File: src/rtl/fetch_pkg.sv
// Shared types and constants for the instruction fetch unit.
// Holds the default widths, the opcodes that fetch has to recognise and
// the fetch state encoding used by the top level and the next-pc mux.
package fetch_pkg;

  localparam int ADDR_W_DEFAULT = 10;
  localparam int DATA_W_DEFAULT = 32;

  localparam logic [5:0] OPC_NOP   = 6'b000000;
  localparam logic [5:0] OPC_JUMP  = 6'b000010;
  localparam logic [5:0] OPC_INPUT = 6'b011101;
  localparam logic [5:0] OPC_HALT  = 6'b111111;

  typedef enum logic [1:0] {
    BOOT    = 2'd0,
    RUN     = 2'd1,
    WAIT_IN = 2'd2,
    HALT    = 2'd3
  } fetch_state_t;

endpackage

File: src/rtl/fetch_next_pc.sv
// Next program counter selection for the fetch unit.
// Only the RUN state moves the pc: a redirect wins over everything, a stall
// or a HALT opcode holds it, otherwise it advances by one and wraps at the
// top of the address space.
import fetch_pkg::*;

module fetch_next_pc #(
  parameter int         ADDR_W      = ADDR_W_DEFAULT,
  parameter logic [5:0] HALT_OPCODE = OPC_HALT
) (
  input  fetch_state_t      state_i,
  input  logic              stall_i,
  input  logic              jump_valid_i,
  input  logic [ADDR_W-1:0] jump_target_i,
  input  logic [5:0]        opc_i,
  input  logic [ADDR_W-1:0] pc_i,
  output logic [ADDR_W-1:0] next_pc_o
);

  // Pick jump target, held pc or incremented pc for the next edge
  always_comb begin
    next_pc_o = pc_i;
    if (state_i == RUN) begin
      if (jump_valid_i) begin
        next_pc_o = jump_target_i;
      end else if (!stall_i && (opc_i != HALT_OPCODE)) begin
        next_pc_o = pc_i + ADDR_W'(1);
      end
    end
  end

endmodule

File: src/rtl/instruction_fetch_unit.sv
// Instruction fetch unit: owns the pc, addresses the instruction RAM and
// registers the fetched word for decode. Handles redirects and stalls from
// execute, parks on INPUT instructions until external data is accepted and
// stops permanently on HALT until reset.
// Optional feature: define FETCH_COUNT_EN to add a saturating 32-bit
// fetch_count output counting instructions issued from RAM.
import fetch_pkg::*;

module instruction_fetch_unit #(
  parameter int                ADDR_W      = ADDR_W_DEFAULT,
  parameter int                DATA_W      = DATA_W_DEFAULT,
  parameter logic [ADDR_W-1:0] PC_RESET    = '0,
  parameter logic [5:0]        HALT_OPCODE = OPC_HALT
) (
  input  logic              clock,
  input  logic              reset,
  input  logic              stall,
  input  logic              jump_valid,
  input  logic [ADDR_W-1:0] jump_target,
  output logic [ADDR_W-1:0] iram_address,
  input  logic [DATA_W-1:0] iram_data,
  output logic [DATA_W-1:0] instr,
  output logic [ADDR_W-1:0] instr_pc,
  output logic              instr_valid,
  output logic              in_req,
  input  logic              in_valid,
  input  logic [DATA_W-1:0] in_data,
  output logic [DATA_W-1:0] in_word,
  output logic              halted
`ifdef FETCH_COUNT_EN
  ,
  output logic [31:0]       fetch_count
`endif
);

  fetch_state_t      state_q, state_d;
  logic [ADDR_W-1:0] pc_q, pc_d;
  logic [DATA_W-1:0] instr_q, instr_d;
  logic [ADDR_W-1:0] instr_pc_q, instr_pc_d;
  logic              instr_valid_q, instr_valid_d;
  logic              in_req_q, in_req_d;
  logic [DATA_W-1:0] in_word_q, in_word_d;
  logic              halted_q, halted_d;
  logic [5:0]        opc;

  assign opc = iram_data[31:26];

  fetch_next_pc #(
    .ADDR_W      (ADDR_W),
    .HALT_OPCODE (HALT_OPCODE)
  ) u_next_pc (
    .state_i       (state_q),
    .stall_i       (stall),
    .jump_valid_i  (jump_valid),
    .jump_target_i (jump_target),
    .opc_i         (opc),
    .pc_i          (pc_q),
    .next_pc_o     (pc_d)
  );

  // FSM and pipeline-register next state; everything holds unless a state acts
  always_comb begin
    state_d       = state_q;
    instr_d       = instr_q;
    instr_pc_d    = instr_pc_q;
    instr_valid_d = instr_valid_q;
    in_req_d      = in_req_q;
    in_word_d     = in_word_q;
    halted_d      = halted_q;
    case (state_q)
      BOOT: begin
        instr_valid_d = 1'b0;
        state_d       = RUN;
      end
      RUN: begin
        if (jump_valid) begin
          instr_valid_d = 1'b0;
        end else if (!stall) begin
          instr_d       = iram_data;
          instr_pc_d    = pc_q;
          instr_valid_d = 1'b1;
          if (opc == HALT_OPCODE) begin
            instr_valid_d = 1'b0;
            halted_d      = 1'b1;
            state_d       = HALT;
          end else if (opc == OPC_INPUT) begin
            in_req_d = 1'b1;
            state_d  = WAIT_IN;
          end
        end
      end
      WAIT_IN: begin
        instr_valid_d = 1'b0;
        if (in_req_q && in_valid) begin
          in_word_d = in_data;
          in_req_d  = 1'b0;
          state_d   = RUN;
        end
      end
      HALT: begin
        instr_valid_d = 1'b0;
        halted_d      = 1'b1;
      end
      default: begin
        state_d = BOOT;
      end
    endcase
  end

  // State, pc and decode-facing registers; reset clears everything at once
  always_ff @(posedge clock or posedge reset) begin
    if (reset) begin
      state_q       <= BOOT;
      pc_q          <= PC_RESET;
      instr_q       <= '0;
      instr_pc_q    <= '0;
      instr_valid_q <= 1'b0;
      in_req_q      <= 1'b0;
      in_word_q     <= '0;
      halted_q      <= 1'b0;
    end else begin
      state_q       <= state_d;
      pc_q          <= pc_d;
      instr_q       <= instr_d;
      instr_pc_q    <= instr_pc_d;
      instr_valid_q <= instr_valid_d;
      in_req_q      <= in_req_d;
      in_word_q     <= in_word_d;
      halted_q      <= halted_d;
    end
  end

  assign iram_address = pc_q;
  assign instr        = instr_q;
  assign instr_pc     = instr_pc_q;
  assign instr_valid  = instr_valid_q;
  assign in_req       = in_req_q;
  assign in_word      = in_word_q;
  assign halted       = halted_q;

`ifdef FETCH_COUNT_EN
  logic [31:0] fetch_count_q;
  logic        fetch_inc;

  assign fetch_inc = (state_q == RUN) && !jump_valid && !stall && (opc != HALT_OPCODE);

  // Count instructions issued from RAM, sticking at the maximum value
  always_ff @(posedge clock or posedge reset) begin
    if (reset) begin
      fetch_count_q <= '0;
    end else if (fetch_inc && (fetch_count_q != 32'hFFFF_FFFF)) begin
      fetch_count_q <= fetch_count_q + 32'd1;
    end
  end

  assign fetch_count = fetch_count_q;
`endif

endmodule
File: config.mk
export PLATFORM = sky130hd
export DESIGN_NAME = instruction_fetch_unit
export DESIGN_NICKNAME = d
export VERILOG_FILES = /design/src/rtl/fetch_pkg.sv /design/src/rtl/fetch_next_pc.sv /design/src/rtl/instruction_fetch_unit.sv
export SDC_FILE = /design/constraint.sdc
export NUM_CORES = 1
export LEC_CHECK = 0
export CAP_MARGIN = 25
export CORE_MARGIN = 2
export CORE_UTILIZATION = 35
export DETAILED_ROUTE_END_ITERATION = 6
export PLACE_DENSITY = 0.69
export SLEW_MARGIN = 20
export SYNTH_ARGS = -nofsm -noshare
export SYNTH_HDL_FRONTEND = slang
export SYNTH_SLANG_ARGS = --single-unit
File: constraint.sdc
create_clock -name clock -period 5.1 [get_ports clock]
set_input_delay 0.51 -clock clock [delete_from_list [all_inputs] [get_ports clock]]
set_output_delay 0.51 -clock clock [all_outputs]
set_load 0.03 [all_outputs]
Word-level counts from Yosys, hierarchy flattened --
Index checks and enable logic that the tools add are counted.
Operators by class: bitwise logic cells 2, reductions and logical operators 15, muxes and demuxes 22, $add $sub $neg 1, equal/unequal tests 14
Operators with widths (number):
- two-way mux 10 bit | 2
- != test 2 bit (second input constant) | 6
- two-way mux 1 bit | 11
- adder 10 x 1 -> 10 bit (second input constant) | 1
- two-way mux 2 bit | 5
- == test 6 x 5 -> 1 bit (second input constant) | 1
- == test 6 bit (second input constant) | 1
- != test 3 bit (second input constant) | 2
- != test 6 bit (second input constant) | 1
- case mux 1 bit (2 select lines) | 3
- case mux 2 bit (3 select lines) | 1
- AND reduction 6 bit | 1
- nonzero test 2 bit | 3
- AND reduction 5 bit | 1
- == test 2 bit (second input constant) | 2
- AND reduction 2 bit | 2
- AND reduction 4 bit | 1
- AND reduction 3 bit | 1
- nonzero test 3 bit | 1
- OR reduction 3 bit | 1
- == test 2 x 1 -> 1 bit (second input constant) | 1
- logical AND 1 bit | 2
- logical NOT 2 bit | 1
- NOT 1 bit | 2
- logical NOT 1 bit | 1
Word-level totals: bits of input ports 79, bits in registers 89, logic and storage cells 62, output and inout port bits 87

Longest topological paths before layout --
Gate-level depths: netlist (run 1).
depth in word-level cells 6, depth in mapped cells 5, gate-level depth less buffers 5

Cells and area by module --
A second synthesis (run 1) with hierarchy kept.
Unflattened totals: cell total of the unflattened synthesis 262, area total of the unflattened synthesis 3792.4 um^2
By module, submodules not included:
- instruction_fetch_unit | sequential area each 2227.1 um^2, area each 3260.6 um^2, times used 1, cells each 189
- fetch_next_pc | sequential area each 0.0 um^2, area each 531.8 um^2, times used 1, cells each 73

Worst setup path before layout (run 1) --
No wires, ideal clock.
path type input -> register, from in stall, to reg instr_q[0] (netlist: instr[0]), data arrival time 1566 ps, library setup time 125 ps, buffers on the path 2, setup slack 3409 ps, stages on the path 4, data required time 4975 ps, cells stage by stage clkbuf_1 -> nor3_4 -> buf_4 -> mux2_2
On the way: word-level cells in the longest chain between the ends 2
Ends and longest elaborated chain:
- from (decl) | line instruction_fetch_unit.sv:17 | input logic stall,
- NOT 1 bit (no line)
- AND reduction 3 bit (no line)
- to (signal assigned) | line instruction_fetch_unit.sv:124 | instr_q <= instr_d;
- to (decl) | line instruction_fetch_unit.sv:38 | logic [DATA_W-1:0] instr_q, instr_d;
No other way between the ends. A chain may end at the register's enable or synchronous reset.

Worst setup path in the final report (run 1) --
from in jump_valid, to reg in_req_q (netlist: in_req)
On the way: word-level cells in the longest chain between the ends 2
Ends and longest elaborated chain:
- from (decl) | line instruction_fetch_unit.sv:18 | input logic jump_valid,
- != test 2 bit (no line)
- AND reduction 6 bit (no line)
- to (signal assigned) | line instruction_fetch_unit.sv:127 | in_req_q <= in_req_d;
- to (decl) | line instruction_fetch_unit.sv:41 | logic in_req_q, in_req_d;
No other way between the ends.

==> results of run 1 <==
routing by layer:
layer / track usage [%] / share of wire, % / up-vias
met2: 26.0 / 48 / 102
met3: 4.86 / 6.9 / 11
met5: 0 / 0 / -
met4: 5.66 / 1.1 / 0
met1: 20.2 / 44 / 1369
li1: - / - / 1286
area by class of cell:
class | instances | area, sq um | share of cell area [%]
flip-flops and latches | 89 | 2230 | 39.2
repair buffers | 168 | 1670 | 29.5
multi-input cells | 154 | 1380 | 24.3
well taps | 136 | 170 | 2.99
clock buffers | 10 | 128 | 2.25
clock inverters | 6 | 91.3 | 1.61
inverters | 3 | 12.5 | 0.220
critical path: cells and delay by family:
kind / cells / cell delay, ns
buffers and inverters: 2 / 1.19
AND/OR/NAND/NOR: 2 / 1.15
AO/OA/AOI/OAI: 1 / 0.14
logic make-up (layout without fill, tap and decap cells):
family / count (synthesis) / after routing / synth area share (%)
mux: 79 / 79 / 24.0
compound gates: 29 / 29 / 5.43
fa+ha+maj: 1 / 1 / 0.339
flops: 89 / 89 / 60.4
buf+inv: 16 / 187 / 2.17
xor+xnor: 1 / 1 / 0.238
simple gates: 44 / 44 / 7.43
registers in the layout (all words and copies together), names as in the netlist:
name	flops
instr	32
state_q	2
halted	1
iram_address	10
in_req	1
instr_pc	10
in_word	32
instr_valid	1
through the flow:
stage                     cell area (sq um)  hold slack, ns  utilization (%)  setup slack [ns]  std cells
after floorplan                        3690           0.540                -              2.28        259
after global placement                 5460           0.456             53.2              2.05        550
after detailed placement               5460           0.473             53.2              2.00        550
after CTS                              5680           0.497             55.3              2.36        566
after global routing                   5680           0.512             55.3              2.17        566
final                                  5680           0.483             55.3              2.38        566
report_power, final:
part / internal, uW / total, uW / switching (uW)
Clock: 279 / 534 / 255
Sequential: 830 / 929 / 98.5
Combinational: 375 / 796 / 421
Total: 1480 / 2260 / 774
worst paths after layout:
path	start	cells after the start	slack, ns	end
max	jump_valid	5	2.38	in_req
min	halted	1	0.48	halted
max reg2reg	state_q[1]	5	2.81	in_req
min reg2reg	halted	1	0.48	halted
max in group asynchronous	reset	3	3.45	iram_address[5]
min in group asynchronous	reset	2	0.56	in_word[18]
cell usage in the layout, fill, tap and decap left out, types with 3 or more instances in the layout:
cell type / Yosys / layout
and4_1: 4 / 4
nand2_1: 13 / 13
dfrtp_1: 89 / 89
o22ai_1: 4 / 4
mux2i_1: 5 / 5
o21ai_0: 4 / 4
mux2_1: 9 / 9
nand3_1: 7 / 7
clkdlybuf4s50_1: 0 / 165
buf_4: 4 / 3
nand4_1: 5 / 5
a21oi_1: 6 / 6
clkbuf_8: 0 / 9
mux2_2: 65 / 65
==> impl_metrics.csv, run 1 <==
group,metric,value,unit
critical_path,end_kind,"flop",
synthesis,synthTopCellsByCount,"dfrtp_1 (89), mux2_2 (65), nand2_1 (13), mux2_1 (9), nand3_1 (7)",
synthesis,synth_edf_count,0,
clock_tree,root_buffer,"clkbuf_8",
finish,nNetsFinal,505,
synthesis,yosysSeqAreaShare,60.4,%
detailed_routing,firstDrtPassIters,4,
detailed_routing,vias,2768,
finish,diodes,0,
timing,drv_slew,0,
detailed_routing,wl,8910,um
synthesis,syn-instance-count,259,
die,die_x,107,um
global_routing,grt_antenna_before_repair,0,
synthesis,ys_ff_latch,89,
critical_path,cp_max_fo,28,
pwr,p_per_area,398,nW/um^2
pwr,ir_drop,0.189,mV
critical_path,cp-start-kind,"primary input",
die,boundaryPins,166,
critical_path,slowest_delay,0.83,ns
clock_tree,post_cts_resized,0,
synthesis,synth_warnings,0,
synthesis,yosysUniqueCellTypes,43,
global_routing,gr-total-overflow,0,
worst_hold_path,hold_class,"flop to flop",
global_routing,grt_pass1_vias,2834,
critical_path,cp.required,5.39,ns
die,start_util,35.9,%
clock_tree,cts_max_path_buffers,2,
timing,rsz0062_at_grt,"no",
timing,min_period_over_period,53.4,%
placed_design,place_hpwl,6490,um
global_routing,grt_max_degree,52,
clock_tree,clock-sinks,89,
timing,slew_headroom,44.1,%
placed_design,gp_congestion,0.752,
timing,setup_viol,0,
die,rows,37,
clock_tree,holdBufCountCts,0,
synthesis,ys_async_sr_fraction,100,%
die,die_h,107,um
finish,area_growth,54.1,%
synthesis,synth.avg_cell_area,14.2,sq um
die,die_area,11400,sq um
synthesis,syn_nets,339,
detailed_routing,wl_per_cell,15.7,um
global_routing,grt_pass1_wl,14200,um
timing,skew,0.00832,ns
clock_tree,cts.clk_slew.worst_paths,0.09,ns
detailed_routing,ant_nets,0,
status,status,"complete, no violations",
die,design.core.area,10300,sq um
synthesis,synth_top_area_share,60.4,%
global_routing,grt_use_total,16.0,%
synthesis,syn_area,3690,sq um
synthesis,yosysMostFrequentCell,"dfrtp_1",
detailed_routing,vias_per_cell,4.89,
timing,worst_pin_slew,0.837,ns
timing,fin_setup_tns,0,ns
critical_path,cp_slowest_cell,"nor3_4",
pwr,p_leak,0.00242,uW
clock_tree,cts_setup_buffers,0,
clock_tree,cts_tree,"done",
timing,max_freq,367,MHz
synthesis,yosys.area.top_type,"dfrtp_1",
critical_path,cp.arrival,3.01,ns
finish,post_route_cells_drive_above_1_share,20.9,%
run,maxCapViolCount,0,
clock_tree,clk_latency,0.35,ns
timing,min_period,2.72,ns
detailed_routing,drt_iter0_drc,100,
critical_path,path_class,"primary input to flop",
finish,nFillCells,916,
clock_tree,htree_levels,3,
timing,hold_violations,0,
synthesis,ys.flop_type,"dfrtp_1",
synthesis,synth_top_cells_by_area,"dfrtp_1 (60%), mux2_2 (20%), mux2_1 (2.7%), mux2i_1 (1.4%), nand2_1 (1.3%)",
placed_design,numPortBuffers,165,
detailed_routing,remaining_drc_errors,0,
critical_path,worstPathCellList,"clkdlybuf4s50_1 > nor3_4 > buf_4 > nor4b_2 > o21a_1",
clock_tree,cts_buffers,9,
pwr,total_power,2260,uW
No activity file was read; power rests on OpenSTA's default activity.
==> run 2, diff against run 1 <==
==> constraint.sdc (replaced) <==
create_clock -name clock -period 2.8 [get_ports clock]
set_input_delay 0.28 -clock clock [delete_from_list [all_inputs] [get_ports clock]]
set_output_delay 0.28 -clock clock [all_outputs]
set_load 0.03 [all_outputs]
==> impl_metrics.csv, run 2 (synthesized netlist as in run 1, its figures left out) <==
group,metric,value,unit
die,design.core.area,10300,sq um
detailed_routing,wl_met1,3710,um
finish,final_common_cell,"clkdlybuf4s50_1",
global_routing,grt_antenna_before_repair,0,
timing,max_freq,532,MHz
critical_path,end_kind,"output port",
die,rows,37,
critical_path,slowest_delay,0.74,ns
pwr,ir_drop,0.386,mV
timing,setup_slack,0.919,ns
die,start_util,35.9,%
die,die_area,11400,sq um
clock_tree,cts_buffers,9,
finish,final_cell_mix,"clkdlybuf4s50_1 (165), dfrtp_1 (89), mux2_2 (65), nand2_1 (13), clkbuf_8 (10)",
placed_design,place_hpwl,6600,um
die,die_h,107,um
detailed_routing,wl,8970,um
status,status,"complete, no violations",
clock_tree,clk_latency,0.34,ns
critical_path,path_class,"flop to output port",
die,boundaryPins,166,
detailed_routing,highest_layer,"met4",
critical_path,reg2reg_from,"state_q[1]",
timing,drv_slew,0,
timing,holdWs,0.254,ns
clock_tree,root_buffer,"clkbuf_8",
critical_path,ff2ff_path_depth,4,
timing,fin_setup_tns,0,ns
global_routing,grt_use_total,16.3,%
finish,area_growth,54.3,%
global_routing,grt_pass1_wl,14600,um
detailed_routing,vias_per_cell,4.96,
timing,worst_pin_slew,0.466,ns
clock_tree,cts_max_path_buffers,2,
detailed_routing,vias,2815,
clock_tree,cts_tree,"done",
timing,rsz0062_at_grt,"no",
detailed_routing,wl_per_cell,15.8,um
detailed_routing,ant_nets,0,
clock_tree,htree_levels,3,
global_routing,grt_max_degree,45,
critical_path,cp.required,2.52,ns
detailed_routing,remaining_drc_errors,0,
finish,fin_cells,568,
clock_tree,cts_setup_buffers,0,
finish,diodes,0,
finish,post_route_cells_drive_above_1_share,21.3,%
timing,skew,0.00881,ns
die,die_x,107,um
timing,min_period,1.88,ns
critical_path,worstPathCellList,"clkdlybuf4s50_1",
detailed_routing,drt_iter0_drc,90,
finish,nFillCells,888,
critical_path,reg2reg_slack,1.06,ns
placed_design,placedCellCount,554,
pwr,p_per_area,703,nW/um^2
detailed_routing,firstDrtPassIters,4,
critical_path,startpoint,"iram_address[4]",
timing,min_period_over_period,67.2,%
critical_path,worst-path-buf-inv,1,
pwr,p_leak,0.00243,uW
worst_hold_path,hold_class,"primary input to async pin",
clock_tree,post_cts_resized,0,
timing,setup_viol,0,
clock_tree,holdBufCountCts,0,
critical_path,cp.arrival,1.60,ns
clock_tree,cts.clk_slew.worst_paths,0.08,ns
global_routing,gr-total-overflow,0,
clock_tree,clock-sinks,89,
placed_design,numPortBuffers,165,
critical_path,cp_max_fo,11,
pwr,total_power,4000,uW
detailed_routing,wl_met2,4390,um
finish,nNetsFinal,509,
placed_design,gp_congestion,0.730,
critical_path,r2r-end,"instr_pc[4]",
placed_design,pre_cts_slack,0.739,ns
timing,slew_headroom,69.0,%
detailed_routing,met3_wirelength,696,um
critical_path,cp-start-kind,"flop",
timing,hold_violations,0,
critical_path,cp_slowest_cell,"clkdlybuf4s50_1",
run,maxCapViolCount,0,
global_routing,grt_pass1_vias,2933,
critical_path,critPathTopFamily,"buffers and inverters",
## run 2: cell types whose count changed in the layout (fill, tap and decap cells not counted), sizes merged
cell / delta
clkinvlp: +1
bufinv: -1
clkinv: -2
clkbuf: +1
inv: -1
buf: +4
## run 2: metal layers
layer | track usage (%) | vias to the layer above
li1 | - | 1291
met1 | 20.3 | 1401
met2 | 26.3 | 109
met3 | 4.74 | 14
met4 | 7.05 | 0
met5 | 0 | -
## run 2: metrics by stage
step / area [sq um] / util, %
6_report: 5690 / 55.4
5_1_grt: 5690 / 55.4
4_1_cts: 5690 / 55.4
3_5_place_dp: 5510 / 53.6
3_3_place_gp: 5510 / 53.6
2_1_floorplan: 3690 / -
## run 2: cell type report
cell class	instances	area [sq um]	area share, %
multi-input combinational	154	1380	24.2
clock inverter	3	42.5	0.748
tap	136	170	2.99
timing repair buffer	172	1720	30.2
clock buffer	11	141	2.49
inverter	3	12.5	0.220
sequential	89	2230	39.1
## run 2: how the worst max path moves through the flow
stage	to	slack, ns	cells past startpoint
after floorplan	halted	0.21	1
after detailed placement	instr_pc[3]	0.74	4
after global placement	instr[4]	0.79	4
after global routing	iram_address[4]	0.83	1
final	iram_address[4]	0.92	1
after CTS	iram_address[4]	0.89	1
## run 2: power by group
part / switching (uW) / leakage (uW) / internal [uW] / total, uW
sequential: 182 / 0.00111 / 1510 / 1690
combinational: 763 / 0.00123 / 692 / 1460
clock: 424 / 0.0000913 / 427 / 850
total: 1370 / 0.00243 / 2630 / 4000
==> run 3, diff against run 2 <==
--- a/config.mk
+++ b/config.mk
@@ -9,7 +9,7 @@
 export CORE_MARGIN = 2
 export CORE_UTILIZATION = 35
 export DETAILED_ROUTE_END_ITERATION = 6
-export PLACE_DENSITY = 0.69
+export PLACE_DENSITY = 0.72
 export SLEW_MARGIN = 20
 export SYNTH_ARGS = -nofsm -noshare
 export SYNTH_HDL_FRONTEND = slang
==> constraint.sdc (replaced) <==
create_clock -name clock -period 1.6 [get_ports clock]
set_input_delay 0.16 -clock clock [delete_from_list [all_inputs] [get_ports clock]]
set_output_delay 0.16 -clock clock [all_outputs]
set_load 0.03 [all_outputs]
==> impl_metrics.csv, run 3 (synthesized netlist as in run 1, its figures left out) <==
group,metric,value,unit
critical_path,cp_max_fo,2,
global_routing,grt_use_total,16.3,%
finish,fin_cells,589,
detailed_routing,vias,2835,
detailed_routing,drt_iter0_drc,89,
critical_path,cp.arrival,1.39,ns
critical_path,worst-path-buf-inv,1,
die,rows,37,
detailed_routing,remaining_drc_errors,0,
timing,holdWs,0.249,ns
worst_hold_path,hold_class,"primary input to async pin",
clock_tree,cts_tree,"done",
global_routing,grt_max_degree,64,
clock_tree,clk_latency,0.35,ns
placed_design,gp_congestion,0.808,
placed_design,pre_cts_slack,-0.225,ns
timing,min_period_over_period,96.9,%
timing,rsz0062_at_grt,"no",
die,die_h,107,um
critical_path,end_kind,"output port",
critical_path,cp_slowest_cell,"clkdlybuf4s50_1",
critical_path,cp.required,1.44,ns
critical_path,reg2reg_from,"state_q[1]",
timing,slew_headroom,75.4,%
critical_path,cp-start-kind,"flop",
detailed_routing,ant_nets,0,
pwr,p_per_area,1260,nW/um^2
critical_path,worstPathCellList,"clkdlybuf4s50_1",
detailed_routing,wl,9100,um
placed_design,placedCellCount,573,
detailed_routing,wl_per_cell,15.4,um
clock_tree,htree_levels,3,
die,boundaryPins,166,
pwr,pwr-share-seq,38.6,%
finish,final_cell_mix,"clkdlybuf4s50_1 (129), dfrtp_1 (89), mux2_2 (65), dlymetal6s2s_1 (25), buf_4 (24)",
die,die_x,107,um
clock_tree,cts_buffers,9,
pwr,ir_drop,0.592,mV
pwr,p_leak,0.00295,uW
die,die_area,11400,sq um
timing,hold_violations,0,
clock_tree,root_buffer,"clkbuf_8",
pwr,pwr-share-clk,26.5,%
status,status,"complete, no violations",
pwr,power_frac_comb,34.9,%
finish,diodes,0,
timing,skew,0.00752,ns
critical_path,ff2ff_path_depth,4,
clock_tree,cts_setup_buffers,0,
timing,setup_slack,0.0489,ns
global_routing,grt_antenna_before_repair,0,
clock_tree,clock-sinks,89,
placed_design,place_hpwl,6880,um
critical_path,path_class,"flop to output port",
global_routing,gr-total-overflow,0,
timing,min_period,1.55,ns
finish,final_util,58.2,%
clock_tree,holdBufCountCts,0,
critical_path,critPathTopFamily,"buffers and inverters",
detailed_routing,firstDrtPassIters,4,
finish,post_route_cells_drive_above_1_share,25.6,%
detailed_routing,vias_per_cell,4.81,
finish,area_growth,62.4,%
die,start_util,35.9,%
global_routing,grt_pass1_wl,14500,um
timing,worst_pin_slew,0.365,ns
clock_tree,cts_max_path_buffers,2,
global_routing,grt_pass1_vias,2954,
clock_tree,cts.clk_slew.worst_paths,0.09,ns
timing,max_freq,645,MHz
pwr,switchingPower,2470,uW
pwr,netSwitchingFraction,32.7,%
timing,drv_slew,0,
finish,nNetsFinal,528,
finish,final_common_cell,"clkdlybuf4s50_1",
critical_path,slowest_delay,0.68,ns
critical_path,r2r-end,"instr[3]",
pwr,total_power,7550,uW
placed_design,numPortBuffers,165,
timing,setup_viol,0,
pwr,internal-power,5080,uW
critical_path,reg2reg_slack,0.09,ns
run,maxCapViolCount,0,
die,design.core.area,10300,sq um
## run 3: cell types whose count changed in the layout (fill, tap and decap cells not counted), moves of 3 or more
cell             delta
buf_4              +18
bufinv_16           +3
clkdlybuf4s50_1    -36
dlygate4sd2_1      +11
dlymetal6s2s_1     +25
## run 3: power by group through the flow
stage / clock [uW] / combinational, uW / sequential [uW]
3_5_place_dp: 0 / 2720 / 2970
2_1_floorplan: 0 / 628 / 3750
6_report: 2010 / 2630 / 2910
4_1_cts: 2070 / 2660 / 2920
3_3_place_gp: 0 / 2680 / 2950
5_1_grt: 2160 / 2780 / 2980
## run 3: worst max-delay path by stage
| stage | from | endpoint | slack [ns] | cells past startpoint |
|---|---|---|---|---|
| CTS | instr[27] | instr[27] | 0.0003 | 1 |
| global route | in_word[22] | in_word[22] | 0.00004 | 1 |
| finish | instr[31] | instr[31] | 0.05 | 1 |
| global placement | jump_valid | iram_address[9] | -0.17 | 6 |
| detailed placement | jump_valid | iram_address[9] | -0.22 | 6 |
| floorplan | iram_address[0] | iram_address[8] | 0.03 | 5 |
## run 3: metal layers
metal	wire [um]	track usage, %	share of wire (%)
met1	3880	20.5	43
met2	4410	26.3	48
met3	678	5.11	7.5
met4	130	6.40	1.4
met5	0	0	0
## run 3: layout make-up
cell class | count | area [sq um]
Multi-Input combinational cell | 154 | 1390
Tap cell | 136 | 170
Sequential cell | 89 | 2230
Clock inverter | 7 | 141
Fill cell | 886 | 4290
Clock buffer | 9 | 124
Inverter | 3 | 15.0
Timing Repair Buffer | 191 | 1920
## run 3: timing repair
item                       in CTS  in global routing
gates resized for setup        11                 27
pin swaps                       0                  0
setup endpoints to repair      11                 28
gates cloned                    0                  0
## run 3: per-stage QoR
step	area, sq um	TNS, ns
2_1_floorplan	3690	0
3_3_place_gp	5660	-5.42
3_5_place_dp	5660	-7.65
4_1_cts	5910	0
5_1_grt	5980	0
6_report	5980	0
